<file path="config.mk">
export PLATFORM = sky130hd
export DESIGN_NAME = dma_timing_fsm
export DESIGN_NICKNAME = d
export VERILOG_FILES = /design/src/rtl/dma_timing_fsm_pkg.sv /design/src/rtl/dma_timing_fsm.sv
export SDC_FILE = /design/constraint.sdc
export NUM_CORES = 1
export LEC_CHECK = 0
export CAP_MARGIN = 25
export CORE_MARGIN = 8
export CORE_UTILIZATION = 42
export CTS_BUF_LIST = sky130_fd_sc_hd__clkbuf_8
export CTS_CLUSTER_DIAMETER = 50
export DETAILED_ROUTE_END_ITERATION = 8
export GPL_TIMING_DRIVEN = 0
export PLACE_DENSITY = 0.85
export SLEW_MARGIN = 20
export SYNTH_ARGS = -nofsm -noshare
export SYNTH_HDL_FRONTEND = slang
export SYNTH_SLANG_ARGS = --single-unit
</file>
<file path="constraint.sdc">
create_clock -name CLK -period 2 [get_ports CLK]
set_clock_uncertainty 0.2 [all_clocks]
set_input_delay 0.5 -clock CLK [delete_from_list [all_inputs] [get_ports CLK]]
set_output_delay 0.5 -clock CLK [all_outputs]
set_load 0.02 [all_outputs]
</file>
<file path="src/rtl/dma_timing_fsm_pkg.sv">
// Shared state and mode encodings for the DMA service/bus-cycle engine.
// Helper functions group states by which bus signals they own.
package dma_timing_fsm_pkg;

    typedef enum logic [2:0] {
        SI = 3'd0,
        S0 = 3'd1,
        SC = 3'd2,
        S1 = 3'd3,
        S2 = 3'd4,
        S3 = 3'd5,
        SW = 3'd6,
        S4 = 3'd7
    } dma_state_t;

    localparam logic [1:0] MODE_DEMAND  = 2'b00;
    localparam logic [1:0] MODE_SINGLE  = 2'b01;
    localparam logic [1:0] MODE_BLOCK   = 2'b10;
    localparam logic [1:0] MODE_CASCADE = 2'b11;

    localparam logic [1:0] XFER_VERIFY = 2'b00;
    localparam logic [1:0] XFER_WRITE  = 2'b01;
    localparam logic [1:0] XFER_READ   = 2'b10;

    // States in which losing HLDA aborts the transfer
    function automatic logic in_bus_cycle(input dma_state_t s);
        return (s == S1) || (s == S2) || (s == S3) || (s == SW);
    endfunction

    // States in which the controller owns the address bus
    function automatic logic drives_address(input dma_state_t s);
        return in_bus_cycle(s) || (s == S4);
    endfunction

endpackage

</file>
<file path="src/rtl/dma_timing_fsm.sv">
// 8237-style service engine: HRQ/HLDA handshake, S0-S4 transfer timing,
// registered bus strobes, DACK/AEN/ADSTB and datapath update pulses.
module dma_timing_fsm
    import dma_timing_fsm_pkg::*;
#(
    parameter int NUM_CH = 4,
    parameter int CH_W   = $clog2(NUM_CH)
) (
    input  logic              CLK,
    input  logic              RESET,
    input  logic              req_valid,
    input  logic [CH_W-1:0]   req_ch,
    input  logic              req_active,
    input  logic [7:0]        mode_reg,
    input  logic              cmd_ctim,
    input  logic              cmd_dack_al,
    input  logic              HLDA,
    input  logic              READY,
    input  logic              EOP_N_in,
    input  logic              count_zero,
    input  logic              addr_hi_chg,
    output logic              HRQ,
    output logic [NUM_CH-1:0] DACK,
    output logic              AEN,
    output logic              ADSTB,
    output logic              MEMR_N,
    output logic              MEMW_N,
    output logic              IOR_N,
    output logic              IOW_N,
    output logic              EOP_N_out,
    output logic              cnt_upd,
    output logic              svc_done,
    output logic [2:0]        state_dbg
);

    dma_state_t          state_q, state_d;
    logic [CH_W-1:0]     ch_q, ch_d;
    logic [1:0]          op_mode_q, op_mode_d;
    logic [1:0]          xfer_q, xfer_d;
    logic                ext_eop_q, ext_eop_d;
    logic                hrq_q, hrq_d;
    logic                aen_q, aen_d;
    logic                adstb_q, adstb_d;
    logic [NUM_CH-1:0]   dack_q, dack_d;
    logic                memr_n_q, memr_n_d;
    logic                memw_n_q, memw_n_d;
    logic                ior_n_q, ior_n_d;
    logic                iow_n_q, iow_n_d;
    logic                eop_n_q, eop_n_d;
    logic                cnt_upd_q, cnt_upd_d;
    logic                svc_done_q, svc_done_d;

    logic                xfer_end;
    logic                svc_end;
    logic                rd_low;
    logic                wr_low;
    logic                unused_mode_bits;

    assign unused_mode_bits = ^{mode_reg[5:4], mode_reg[1:0]};

    // Next-state logic. eop_n_q low in S4 is the TC latched on S4 entry.
    always_comb begin
        state_d   = state_q;
        ch_d      = ch_q;
        op_mode_d = op_mode_q;
        xfer_d    = xfer_q;
        svc_end   = 1'b0;
        xfer_end  = !eop_n_q || ext_eop_q || !EOP_N_in || !HLDA
                    || (op_mode_q == MODE_SINGLE)
                    || ((op_mode_q == MODE_DEMAND) && !req_active);

        case (state_q)
            SI: begin
                ch_d      = req_ch;
                op_mode_d = mode_reg[7:6];
                xfer_d    = mode_reg[3:2];
                if (req_valid) state_d = S0;
            end
            S0: begin
                ch_d      = req_ch;
                op_mode_d = mode_reg[7:6];
                xfer_d    = mode_reg[3:2];
                if (HLDA) begin
                    state_d = (mode_reg[7:6] == MODE_CASCADE) ? SC : S1;
                end else if (!req_valid) begin
                    state_d = SI;
                end
            end
            SC: begin
                if (!HLDA || !req_active) begin
                    state_d = SI;
                    svc_end = 1'b1;
                end
            end
            S1: state_d = S2;
            S2: begin
                if (cmd_ctim) state_d = READY ? S4 : SW;
                else          state_d = S3;
            end
            S3: state_d = READY ? S4 : SW;
            SW: if (READY) state_d = S4;
            S4: begin
                if (xfer_end) begin
                    state_d = SI;
                    svc_end = 1'b1;
                end else begin
                    state_d = S1;
                end
            end
            default: state_d = SI;
        endcase

        if (in_bus_cycle(state_q) && !HLDA) begin
            state_d = SI;
            svc_end = 1'b1;
        end
    end

    // Registered outputs are decoded from the next state so they line up with it
    always_comb begin
        rd_low     = (state_d == S2) || (state_d == S3) || (state_d == SW);
        wr_low     = (state_d == S3) || (state_d == SW) || (cmd_ctim && (state_d == S2));
        hrq_d      = (state_d != SI);
        aen_d      = drives_address(state_d);
        adstb_d    = (state_d == S1) && ((state_q == S0) || addr_hi_chg);
        dack_d     = '0;
        if ((state_d == SC) || drives_address(state_d)) dack_d[ch_d] = 1'b1;
        memr_n_d   = !(rd_low && (xfer_d == XFER_READ));
        ior_n_d    = !(rd_low && (xfer_d == XFER_WRITE));
        memw_n_d   = !(wr_low && (xfer_d == XFER_WRITE));
        iow_n_d    = !(wr_low && (xfer_d == XFER_READ));
        eop_n_d    = !((state_d == S4) && count_zero);
        cnt_upd_d  = (state_d == S4);
        svc_done_d = svc_end;

        ext_eop_d = ext_eop_q;
        if (((state_q == S2) || (state_q == S3) || (state_q == SW)) && !EOP_N_in) begin
            ext_eop_d = 1'b1;
        end else if ((state_q == S4) || (state_q == SI) || (state_q == S0)) begin
            ext_eop_d = 1'b0;
        end
    end

    always_ff @(posedge CLK or negedge RESET) begin
        if (!RESET) begin
            state_q    <= SI;
            ch_q       <= '0;
            op_mode_q  <= MODE_DEMAND;
            xfer_q     <= XFER_VERIFY;
            ext_eop_q  <= 1'b0;
            hrq_q      <= 1'b0;
            aen_q      <= 1'b0;
            adstb_q    <= 1'b0;
            dack_q     <= '0;
            memr_n_q   <= 1'b1;
            memw_n_q   <= 1'b1;
            ior_n_q    <= 1'b1;
            iow_n_q    <= 1'b1;
            eop_n_q    <= 1'b1;
            cnt_upd_q  <= 1'b0;
            svc_done_q <= 1'b0;
        end else begin
            state_q    <= state_d;
            ch_q       <= ch_d;
            op_mode_q  <= op_mode_d;
            xfer_q     <= xfer_d;
            ext_eop_q  <= ext_eop_d;
            hrq_q      <= hrq_d;
            aen_q      <= aen_d;
            adstb_q    <= adstb_d;
            dack_q     <= dack_d;
            memr_n_q   <= memr_n_d;
            memw_n_q   <= memw_n_d;
            ior_n_q    <= ior_n_d;
            iow_n_q    <= iow_n_d;
            eop_n_q    <= eop_n_d;
            cnt_upd_q  <= cnt_upd_d;
            svc_done_q <= svc_done_d;
        end
    end

    // DACK is held active-high internally; polarity is applied at the pins
    assign DACK      = dack_q ^ {NUM_CH{cmd_dack_al}};
    assign HRQ       = hrq_q;
    assign AEN       = aen_q;
    assign ADSTB     = adstb_q;
    assign MEMR_N    = memr_n_q;
    assign MEMW_N    = memw_n_q;
    assign IOR_N     = ior_n_q;
    assign IOW_N     = iow_n_q;
    assign EOP_N_out = eop_n_q;
    assign cnt_upd   = cnt_upd_q;
    assign svc_done  = svc_done_q;
    assign state_dbg = state_q;

endmodule

</file>
==> flow_summary.toml <==
[clock_tree]
cts_tree = "done"
cts_max_level = 1
numCtsBuffers = 3
root_buffer = "clkbuf_8"
cts.sinks = 24
clock_path_buffers = 2
clk_latency_ps = 270
path_clk_slew_ps = 80
hold_buffers = 0

[route]
drtPass1Iterations = 4
drc = 0
routedWlPerCell_um = 17.7
num_vias = 1027
via_per_inst = 5.38
postRouteAntennaNets = 0
drtIter0Drc = 28
routed_wirelength_um = 3370

[placement]
port-buffer-count = 32
dp_cells = 167
dp_hpwl_um = 1950
gp_congestion = 0.913

[synth]
synth-async-reset-ratio = 1.00
synthesis.nets = 125
yosysWarnings = 0
ys_seq_area_frac = 0.533
synth_cells = 104
yosysUniqueCellTypes = 41
avgSynthCellArea_um2 = 10.9
syn_area_um2 = 1140
synth-edff-count = 0
synth-seq-cells = 24
synth_ff_type = "dfrtp_1"

[floorplanning]
dieArea_um2 = 4630
top_level_ports = 38
fp.dieH_um = 68.1
design.core.area_um2 = 2660
die_x_um = 68.1
start_util = 0.428
rows = 19

[critical_path]
crit_start = "state_dbg[2]"
critPathCaptureType = "register"
required_ps = 1950
cp_slowest_cell = "dfrtp_2"
crit_type = "register to register"
path_max_fanout = 6
rr_endpoint = "HRQ"
crit_arrival_ps = 2020
rr_startpoint = "state_dbg[2]"
critical_path.endpoint = "HRQ"
crit_chain = "buf_6 -> dlymetal6s2s_1 -> a31oi_1 -> a311oi_4 -> buf_4 -> or3_1"
critPathLaunchType = "register"
reg2regPathDepth = 6
slowest_delay_ps = 440
rrSetupSlack_ps = -70

[sta]
setup_slack_ps = -69.5
finalCritPeriodShare = 1.03
finalMaxSlewViolations = 0
fmax_mhz = 483
relSlewSlack = 0.650
holdWs_ps = -3.44
min_period_ps = 2070
report.final.setup_viol = 6
worstMarginPinSlew_ps = 526
finalHoldViolCount = 2
rsz0062_at_grt = "true"

[status]
failed_checks = "hold timing, setup timing"
status = "finished with violations"

[cells_and_area]
syn_to_final_growth_pct = 62.3
layoutNonFillerInstCount = 191
nets = 182
antenna_cells = 0
drive_gt1_frac = 0.406

[global_route]
antenna_found_initial = 0
gr-total-overflow = 0
grt_pass1_wl_um = 4600
grt_start_max_net_pins = 25
grt_use_total = 0.129
grt_pass1_vias = 1027

[power_and_ir_drop]
ir_drop_uv = 972
power.leakage_nw = 0.833
power.density_nw_per_um2 = 1330

[run]
cap_violations = 0

[min_path]
worstHoldPathType = "primary input to asynchronous set/reset pin"
[cell usage after synthesis (all sizes together) (3+ instances only)]
master / n / area share
nor3: 7 / 0.035
nand3: 4 / 0.018
a31oi: 3 / 0.016
a21oi: 5 / 0.022
or3: 4 / 0.026
dfrtp: 19 / 0.42
xor2: 4 / 0.031
nand2: 8 / 0.033
o21ai: 4 / 0.018
nor2: 5 / 0.021
dfstp: 5 / 0.12
inv: 5 / 0.016
buf: 5 / 0.035
[layer usage]
metal,vias to the layer above,GRT usage,routed length [um],share of wire
li1,474,-,-,-
met1,504,0.155,1400,0.42
met2,41,0.227,1680,0.50
met3,8,0.0180,208,0.062
met4,0,0.0486,80,0.024
met5,-,0,0,0
[worst min path at each step]
stage                  from            to  depth (start not counted)
6_report              RESET      svc_done                          1
5_1_grt               RESET         ADSTB                          1
4_1_cts           xfer_q[0]     xfer_q[0]                          2
3_5_place_dp   op_mode_q[0]  op_mode_q[0]                          1
3_3_place_gp      xfer_q[1]     xfer_q[1]                          2
2_1_floorplan         RESET         ADSTB                          0
[cells in the final DEF, fill, tap and decap left out, types with 4 or more instances in the layout]
cell	instances
dfrtp_1	18
buf_4	18
clkdlybuf4s50_1	15
dlygate4sd2_1	9
nand2_1	7
dfstp_2	5
buf_6	5
inv_1	5
nor3_2	5
xor2_1	4
o21ai_0	4
clkbuf_8	4
clkdlybuf4s15_2	4
[what timing repair did]
item / CTS / global route
setup endpoints to repair: 23 / 12
resized for setup: 41 / 12
pin swaps: 9 / 10
buffers inserted: 11 / 10
[metrics by stage]
stage | util | instance area [um^2] | power, mW | worst slack, ps | setup TNS (ps)
3_5_place_dp | 0.563 | 1500 | 1.64 | -586 | -8450
4_1_cts | 0.643 | 1710 | 2.16 | -11.5 | -11.5
2_1_floorplan | - | 1140 | 1.31 | 30.6 | 0
5_1_grt | 0.694 | 1850 | 2.57 | -120 | -851
3_3_place_gp | 0.563 | 1500 | 1.60 | -548 | -7530
6_report | 0.694 | 1850 | 2.46 | -69.5 | -160
[sequential cells by signal, summed over array words and instances, names as in the netlist]
name and count:
cnt_upd 1, op_mode_q 2, state_dbg 3, ext_eop_q 1, svc_done 1, EOP_N_out 1, dack_q 4, MEMW_N 1
AEN 1, ch_q 2, MEMR_N 1, IOR_N 1, HRQ 1, xfer_q 2, IOW_N 1, ADSTB 1
[layout make-up]
class,instances,area (um^2)
Tap cell,31,38.8
Clock buffer,4,55.1
Buffer,4,38.8
Inverter,5,18.8
Timing Repair Buffer,53,484
Multi-Input combinational cell,70,604
Sequential cell,24,608
Fill cell,199,815
[critical path, delay by kind of cell, from the launching register on]
family,cells,cell delay (ps)
flops,1,440
simple gates,1,360
compound gates,2,470
buf+inv,3,480
[logic make-up after synthesis]
kind of cell	count (synthesis)	share of synthesized area
AOI/OAI and AO/OA	21	0.135
and+or+nand+nor	40	0.204
DFF	24	0.533
muxes	4	0.0374
xor gates and xnor gates	5	0.0385
buffers and inverters	10	0.0517
[report_power, final]
group / total, mW / switching, mW / internal, mW / leakage (nW)
Sequential: 0.709 / 0.0876 / 0.621 / 0.296
Clock: 0.329 / 0.154 / 0.176 / 0.0288
Combinational: 1.42 / 0.723 / 0.696 / 0.508
(Power assumes the default switching activity.)
